--- config.mk ---
export PLATFORM = sky130hd
export DESIGN_NAME = mem_access_stage_flat
export DESIGN_NICKNAME = d
export VERILOG_FILES = /design/src/rtl/mem_access_stage_if.sv /design/src/rtl/mem_access_stage.sv /design/src/flat_wrapper.sv
export SDC_FILE = /design/constraint.sdc
export NUM_CORES = 1
export LEC_CHECK = 0
export ABC_AREA = 1
export BUFFER_PORTS_ARGS = -buffer_cell sky130_fd_sc_hd__buf_2
export CAP_MARGIN = 25
export CORE_ASPECT_RATIO = 0.7
export CORE_MARGIN = 3
export CORE_UTILIZATION = 40
export CTS_BUF_LIST = sky130_fd_sc_hd__clkbuf_4
export CTS_CLUSTER_DIAMETER = 40
export DETAILED_ROUTE_END_ITERATION = 7
export PLACE_DENSITY_LB_ADDON = 0.05
export SLEW_MARGIN = 20
export SYNTH_ARGS = -nofsm -noshare
export SYNTH_HDL_FRONTEND = slang
export SYNTH_SLANG_ARGS = --single-unit
export TNS_END_PERCENT = 5
--- constraint.sdc ---
create_clock -name CLK -period 1.1 [get_ports CLK]
set_input_delay 0.22 -clock CLK [delete_from_list [all_inputs] [get_ports CLK]]
set_output_delay 0.22 -clock CLK [all_outputs]
set_load 0.05 [all_outputs]
--- src/rtl/mem_access_stage_if.sv ---
// Data-memory request/ready bus between the MEM stage and data memory.
// The MEM stage uses the master modport and data memory uses the slave modport.
interface mem_access_stage_if #(
  parameter int DATA_W = 32
);
  logic              dmem_req;
  logic              dmem_we;
  logic [DATA_W-1:0] dmem_addr;
  logic [DATA_W-1:0] dmem_wdata;
  logic              dmem_ready;
  logic [DATA_W-1:0] dmem_rdata;

  modport master (
    output dmem_req, dmem_we, dmem_addr, dmem_wdata,
    input  dmem_ready, dmem_rdata
  );

  modport slave (
    input  dmem_req, dmem_we, dmem_addr, dmem_wdata,
    output dmem_ready, dmem_rdata
  );
endinterface

--- src/rtl/mem_access_stage.sv ---
// MEM pipeline stage: issues data-memory accesses with a bounded wait, resolves
// branch/jump redirect, and drives the MEM/WB pipeline register (negedge clocked).
module mem_access_stage #(
  parameter int DATA_W   = 32,
  parameter int MAX_WAIT = 16
) (
  input  logic              CLK,
  input  logic              Resetn,
  input  logic              MemWr,
  input  logic              MemtoReg,
  input  logic              Regwr,
  input  logic              Branch,
  input  logic              Jump,
  input  logic              zero,
  input  logic [DATA_W-1:0] busB,
  input  logic [DATA_W-1:0] ALUout,
  input  logic [DATA_W-1:0] Target,
  input  logic [DATA_W-1:0] Rd,
  output logic              stall,
  output logic              PCSrc,
  output logic [DATA_W-1:0] PCTarget,
  mem_access_stage_if.master dmem,
  output logic              wb_Regwr,
  output logic              wb_MemtoReg,
  output logic [4:0]        wb_Rd,
  output logic [DATA_W-1:0] wb_ALUout,
  output logic [DATA_W-1:0] wb_MemData,
  output logic              mem_err
);

  localparam int CW = (MAX_WAIT > 1) ? $clog2(MAX_WAIT) : 1;
  localparam logic [CW-1:0] LAST_WAIT = CW'(MAX_WAIT - 1);

  typedef enum logic [1:0] {IDLE, BUSY, DONE, ERR} state_t;

  state_t            state_reg, state_next;
  logic [CW-1:0]     cnt_reg, cnt_next;
  logic [DATA_W-1:0] buf_reg, buf_next;
  logic              req_reg, req_next;
  logic              we_reg, we_next;
  logic [DATA_W-1:0] addr_reg, addr_next;
  logic [DATA_W-1:0] wdata_reg, wdata_next;
  logic              wb_regwr_reg, wb_regwr_next;
  logic              wb_memtoreg_reg, wb_memtoreg_next;
  logic [4:0]        wb_rd_reg, wb_rd_next;
  logic [DATA_W-1:0] wb_alu_reg, wb_alu_next;
  logic [DATA_W-1:0] wb_mdata_reg, wb_mdata_next;
  logic              err_reg, err_next;
  logic              memop;
  logic              unused_rd_hi;

  assign memop        = MemWr | MemtoReg;
  assign unused_rd_hi = ^Rd[DATA_W-1:5];

  always_ff @(negedge CLK) begin
    if (!Resetn) begin
      state_reg       <= IDLE;
      cnt_reg         <= '0;
      buf_reg         <= '0;
      req_reg         <= 1'b0;
      we_reg          <= 1'b0;
      addr_reg        <= '0;
      wdata_reg       <= '0;
      wb_regwr_reg    <= 1'b0;
      wb_memtoreg_reg <= 1'b0;
      wb_rd_reg       <= '0;
      wb_alu_reg      <= '0;
      wb_mdata_reg    <= '0;
      err_reg         <= 1'b0;
    end else begin
      state_reg       <= state_next;
      cnt_reg         <= cnt_next;
      buf_reg         <= buf_next;
      req_reg         <= req_next;
      we_reg          <= we_next;
      addr_reg        <= addr_next;
      wdata_reg       <= wdata_next;
      wb_regwr_reg    <= wb_regwr_next;
      wb_memtoreg_reg <= wb_memtoreg_next;
      wb_rd_reg       <= wb_rd_next;
      wb_alu_reg      <= wb_alu_next;
      wb_mdata_reg    <= wb_mdata_next;
      err_reg         <= err_next;
    end
  end

  always_comb begin
    state_next       = state_reg;
    cnt_next         = cnt_reg;
    buf_next         = buf_reg;
    req_next         = req_reg;
    we_next          = we_reg;
    addr_next        = addr_reg;
    wdata_next       = wdata_reg;
    wb_regwr_next    = wb_regwr_reg;
    wb_memtoreg_next = wb_memtoreg_reg;
    wb_rd_next       = wb_rd_reg;
    wb_alu_next      = wb_alu_reg;
    wb_mdata_next    = wb_mdata_reg;
    err_next         = err_reg;
    stall            = 1'b0;

    case (state_reg)
      IDLE: begin
        if (memop) begin
          stall            = 1'b1;
          req_next         = 1'b1;
          we_next          = MemWr;
          addr_next        = ALUout;
          wdata_next       = busB;
          cnt_next         = '0;
          wb_regwr_next    = 1'b0;
          wb_memtoreg_next = 1'b0;
          state_next       = BUSY;
        end else begin
          wb_regwr_next    = Regwr;
          wb_memtoreg_next = MemtoReg;
          wb_rd_next       = Rd[4:0];
          wb_alu_next      = ALUout;
        end
      end
      BUSY: begin
        stall            = 1'b1;
        wb_regwr_next    = 1'b0;
        wb_memtoreg_next = 1'b0;
        if (dmem.dmem_ready) begin
          req_next   = 1'b0;
          buf_next   = dmem.dmem_rdata;
          state_next = DONE;
        end else if (cnt_reg == LAST_WAIT) begin
          req_next   = 1'b0;
          err_next   = 1'b1;
          state_next = ERR;
        end else begin
          cnt_next = cnt_reg + CW'(1);
        end
      end
      DONE: begin
        // EX/MEM still holds the memory instruction here; upstream advances on this edge.
        wb_regwr_next    = Regwr;
        wb_memtoreg_next = MemtoReg;
        wb_rd_next       = Rd[4:0];
        wb_alu_next      = ALUout;
        wb_mdata_next    = buf_reg;
        state_next       = IDLE;
      end
      default: begin
        stall            = 1'b1;
        wb_regwr_next    = 1'b0;
        wb_memtoreg_next = 1'b0;
      end
    endcase
  end

  assign PCSrc           = ((Branch & zero) | Jump) & ~stall;
  assign PCTarget        = Target;
  assign dmem.dmem_req   = req_reg;
  assign dmem.dmem_we    = we_reg;
  assign dmem.dmem_addr  = addr_reg;
  assign dmem.dmem_wdata = wdata_reg;
  assign wb_Regwr        = wb_regwr_reg;
  assign wb_MemtoReg     = wb_memtoreg_reg;
  assign wb_Rd           = wb_rd_reg;
  assign wb_ALUout       = wb_alu_reg;
  assign wb_MemData      = wb_mdata_reg;
  assign mem_err         = err_reg;

endmodule

--- src/flat_wrapper.sv ---
// flat-port wrapper written by rule: the top's interface ports become plain ports
module mem_access_stage_flat 
#(
  parameter int DATA_W   = 32,
  parameter int MAX_WAIT = 16
)
  (CLK, Resetn, MemWr, MemtoReg, Regwr, Branch, Jump, zero, busB, ALUout, Target, Rd, stall, PCSrc, PCTarget, wb_Regwr, wb_MemtoReg, wb_Rd, wb_ALUout, wb_MemData, mem_err, dmem_dmem_req, dmem_dmem_we, dmem_dmem_addr, dmem_dmem_wdata, dmem_dmem_ready, dmem_dmem_rdata);
  mem_access_stage_if #(.DATA_W(DATA_W)) dmem_i ();
  input  logic CLK;
  input  logic Resetn;
  input  logic MemWr;
  input  logic MemtoReg;
  input  logic Regwr;
  input  logic Branch;
  input  logic Jump;
  input  logic zero;
  input  logic [DATA_W-1:0] busB;
  input  logic [DATA_W-1:0] ALUout;
  input  logic [DATA_W-1:0] Target;
  input  logic [DATA_W-1:0] Rd;
  output logic stall;
  output logic PCSrc;
  output logic [DATA_W-1:0] PCTarget;
  output logic wb_Regwr;
  output logic wb_MemtoReg;
  output logic [4:0] wb_Rd;
  output logic [DATA_W-1:0] wb_ALUout;
  output logic [DATA_W-1:0] wb_MemData;
  output logic mem_err;
  output wire logic [$bits(dmem_i.dmem_req)-1:0] dmem_dmem_req;
  output wire logic [$bits(dmem_i.dmem_we)-1:0] dmem_dmem_we;
  output wire logic [$bits(dmem_i.dmem_addr)-1:0] dmem_dmem_addr;
  output wire logic [$bits(dmem_i.dmem_wdata)-1:0] dmem_dmem_wdata;
  input wire logic [$bits(dmem_i.dmem_ready)-1:0] dmem_dmem_ready;
  input wire logic [$bits(dmem_i.dmem_rdata)-1:0] dmem_dmem_rdata;
  assign dmem_dmem_req = dmem_i.dmem_req;
  assign dmem_dmem_we = dmem_i.dmem_we;
  assign dmem_dmem_addr = dmem_i.dmem_addr;
  assign dmem_dmem_wdata = dmem_i.dmem_wdata;
  assign dmem_i.dmem_ready = dmem_dmem_ready;
  assign dmem_i.dmem_rdata = dmem_dmem_rdata;
  mem_access_stage #(.DATA_W(DATA_W), .MAX_WAIT(MAX_WAIT)) u_core (.CLK(CLK), .Resetn(Resetn), .MemWr(MemWr), .MemtoReg(MemtoReg), .Regwr(Regwr), .Branch(Branch), .Jump(Jump), .zero(zero), .busB(busB), .ALUout(ALUout), .Target(Target), .Rd(Rd), .stall(stall), .PCSrc(PCSrc), .PCTarget(PCTarget), .dmem(dmem_i), .wb_Regwr(wb_Regwr), .wb_MemtoReg(wb_MemtoReg), .wb_Rd(wb_Rd), .wb_ALUout(wb_ALUout), .wb_MemData(wb_MemData), .mem_err(mem_err));
endmodule
# Yosys cells after proc, flatten, opt, wreduce, memory -nomap -nowiden
# Cells that the tools add are included.
op_classes:
  addsub: 1
  n_mul: 0
  div: 0
  magnitude_cmp: 0
  n_eq_ne: 8
  shifts: 0
  n_mux: 22
  bitwise: 6
  reduce_logical: 11
op_table:
  columns: ["operator", "n"]
  rows:
  - ["$pmux 32 s2", 1]
  - ["$mux 32", 1]
  - ["$mux 4", 3]
  - ["$pmux 5 s2", 1]
  - ["$reduce_and 3->1", 3]
  - ["$pmux 1 s2", 4]
  - ["$pmux 4 s2", 1]
  - ["$mux 1", 6]
  - ["$mux 2", 3]
  - ["$ne 2x2->1 const B", 3]
  - ["$pmux 2 s3", 1]
  - ["$reduce_and 2->1", 3]
  - ["$mux 5", 1]
  - ["$add 4x1->4 const B", 1]
  - ["$eq 4x4->1 const B", 1]
  - ["$reduce_and 4->1", 1]
  - ["$reduce_bool 2->1", 2]
  - ["$ne 3x2->1 const B", 1]
  - ["$reduce_bool 3->1", 1]
  - ["$and 1x1->1", 2]
  - ["$eq 2x1->1 const B", 1]
  - ["$eq 2x2->1 const B", 1]
  - ["$logic_not 2->1", 1]
  - ["$ne 2x1->1 const B", 1]
  - ["other kinds (2)", 4]
totals:
  register_bits: 176
  latchBits: 0
  ram_bits: 0
  mem_bits_ro: 0
  inputBits: 169
  out_inout_bits: 172
  wordCells: 61
  mem_count: 0

# Longest topological paths before layout
depth:
  ltp_word: 5
  ltp_mapped: 8
  depth_no_buf: 7

==> flow_metrics.tcl <==
set metrics [dict create \
    status "finished, violations left" \
    violations "setup timing" \
    power_mw 18.80 \
    design_area_mm2 0.01061 \
    antenna_found_initial 1 \
    hpwl_um 12880 \
    via_per_inst 4.827 \
    diodes 0 \
    critical_path_class "reg -> out" \
    cp-end-kind "output port" \
    route.top_layer_used "met5" \
    cpPeakStageDelay_ns 0.35 \
    synth-seq-cells 176 \
    gp_congestion 0.7779 \
    power.internal_mw 11.29 \
    synth_nets 971 \
    ant_nets 0 \
    met1_length_um 8730 \
    start_util_pct 41.32 \
    grt_max_degree 72 \
    start_kind "register" \
    finalHoldViolations 0 \
    pwr-share-clk_pct 33.6 \
    clockBufferDepth 2 \
    grt_pass1_wl_um 33420 \
    insertion_delay_ns 0.57 \
    grt.total_usage_pct 23.24 \
    critPathMaxFanout 4 \
    cts_buffers 17 \
    drt_first_pass_iters 5 \
    slowest_stage "dfxtp_4" \
    port_buffers 249 \
    drc 0 \
    die_area_mm2 0.01774 \
    drive_gt1_share_pct 41.05 \
    path_cells "nor2_4, nand2_4, nand2_8, nor2_4, buf_6" \
    first_iter_violations 413 \
    skew_ns 0.02902 \
    fin_nets 1375 \
    regArea_mm2 0.003714 \
    io-pin-count 341 \
    grt-ovfl-total 0 \
    clk_pin_slew_ns 0.05 \
    finalSetupViolCount 306 \
    crit_arrival_ns 1.93 \
    power_leakage_nw 5.262 \
    rsz0062_at_grt "yes" \
    wl_per_cell_um 14.59 \
    synthCells 801 \
    vias 6844 \
    slew_headroom_pct 79.80 \
    cts_hold_buffers 0 \
    cts_tree "built" \
    synth_warnings 0 \
    worst_slack_ns -1.054 \
    netlist_area_mm2 0.006464 \
    syn_area_per_cell_um2 8.070 \
    multiInputGateArea_mm2 0.002360 \
    ys_types 23 \
    placed_area_mm2 0.008014 \
    coreArea_mm2 0.01564 \
    sequentialPowerShare_pct 39.8 \
    yosysSeqAreaShare_pct 54.51 \
    grt_pass1_vias 7182 \
    h-tree-depth 4 \
    required_ns 0.88 \
    hold_path_class "reg -> reg" \
    fin_tns_setup_ns -133.20 \
    cts_root_buffer "clkbuf_4" \
    fillers 1342 \
    cap_violations 0 \
    pwr-share-comb_pct 26.5 \
    maxSlewViolCount 0 \
    totalWireLength_um 20690 \
    cp_common_cell "nor2_4" \
    switching_share_pct 39.93 \
    pre_cts_slack_ns -0.6907 \
    vdd_drop_max_uv 940.6 \
    dp.cells 1205 \
    holdWs_ns 0.4179 \
    dr_wl_met2_um 9778 \
    power_density_mw_per_mm2 1772 \
    core.rowCount 38 \
    cts.sink_count 176 \
    worstMarginPinSlew_ns 0.3030 \
    switchingPower_mw 7.506 \
    utilization_pct 67.80 \
    met3_length_um 1701 \
    finalNonFillerCells 1418 \
    die_y_um 112.4 \
    die_w_um 157.9 \
    area_delta_synth_final_pct 64.07 \
]
cell usage in the layout, fill, tap and decap left out, drive strengths merged:
cell / count
a21boi: 1
a21oi: 98
a31oi: 2
buf: 299
bufinv: 2
clkbuf: 17
clkinv: 5
clkinvlp: 1
dfxtp: 176
ha: 1
inv: 220
nand2: 69
nand3: 45
nand3b: 1
nand4: 1
nor2: 155
nor3: 3
o21ai: 122
worst max-delay path: cells and delay by family (launching register included):
| kind | cells | cell delay [ns] |
|---|---|---|
| buffers and inverters | 1 | 0.15 |
| DFF | 1 | 0.35 |
| and+or+nand+nor | 4 | 0.32 |
area by class of cell:
| type | instances | area share, % |
|---|---|---|
| Sequential cell | 176 | 35.02 |
| Timing Repair Buffer | 299 | 30.03 |
| Multi-Input combinational cell | 498 | 22.25 |
| Clock inverter | 191 | 7.787 |
| Tap cell | 200 | 2.360 |
| Inverter | 37 | 1.357 |
| Clock buffer | 17 | 1.203 |
per-layer routing:
metal,GRT usage [%],vias up
met1,26.53,3148
li1,-,3404
met5,0,-
met3,12.33,45
met2,35.76,245
met4,11.17,2
cells in the mapped netlist:
library cell | count | area, um^2
buf_4 | 38 | 285.3
o21ai_1 | 1 | 5.000
o21ai_0 | 121 | 605.6
buf_2 | 18 | 90.09
nand2_1 | 68 | 255.2
clkbuf_1 | 24 | 90.09
a21oi_1 | 98 | 490.5
nand4_1 | 1 | 6.260
a21boi_0 | 1 | 7.510
dfxtp_1 | 176 | 3523
a31oi_1 | 2 | 12.51
nor2_2 | 1 | 6.260
inv_1 | 33 | 123.9
nor2_4 | 1 | 11.26
inv_2 | 5 | 18.77
ha_1 | 1 | 12.51
nand3b_1 | 1 | 7.510
buf_6 | 7 | 78.83
nor2_1 | 153 | 574.3
nand3_1 | 45 | 225.2
nand2_4 | 1 | 11.26
buf_1 | 2 | 7.510
nor3_1 | 3 | 15.01
power by group through the flow:
stage | combinational [mW] | sequential (mW) | clock, mW
after floorplan | 1.57 | 8.84 | 0.971
after global placement | 3.99 | 7.32 | 0.971
after detailed placement | 3.99 | 7.32 | 0.971
after CTS | 4.88 | 7.46 | 6.60
after global routing | 5.30 | 7.53 | 7.38
final | 4.99 | 7.48 | 6.32
final timing paths:
kind,startpoint,endpoint,slack [ns],depth (start not counted)
max,u_core.state_reg[0],PCSrc,-1.05,5
min,u_core.buf_reg[5],u_core.wb_MemData[5],0.42,2
max reg2reg,u_core.state_reg[0],u_core.state_reg[0],-0.35,7
min reg2reg,u_core.buf_reg[5],u_core.wb_MemData[5],0.42,2
cells by family after synthesis:
family,share of synthesized area [%]
AO/OA/AOI/OAI,17.34
adder cells (fa/ha/maj),0.1935
buffers and inverters,10.74
flip-flops,54.51
AND/OR/NAND/NOR,17.21
repair_timing:
action                                  CTS  global route
pin swaps                                 4             4
buffers inserted                          4             2
endpoints found under the hold margin     0             0
endpoints found under the setup margin  305           314
resized for setup                       569            66
No activity file was read; power rests on OpenSTA's default activity.
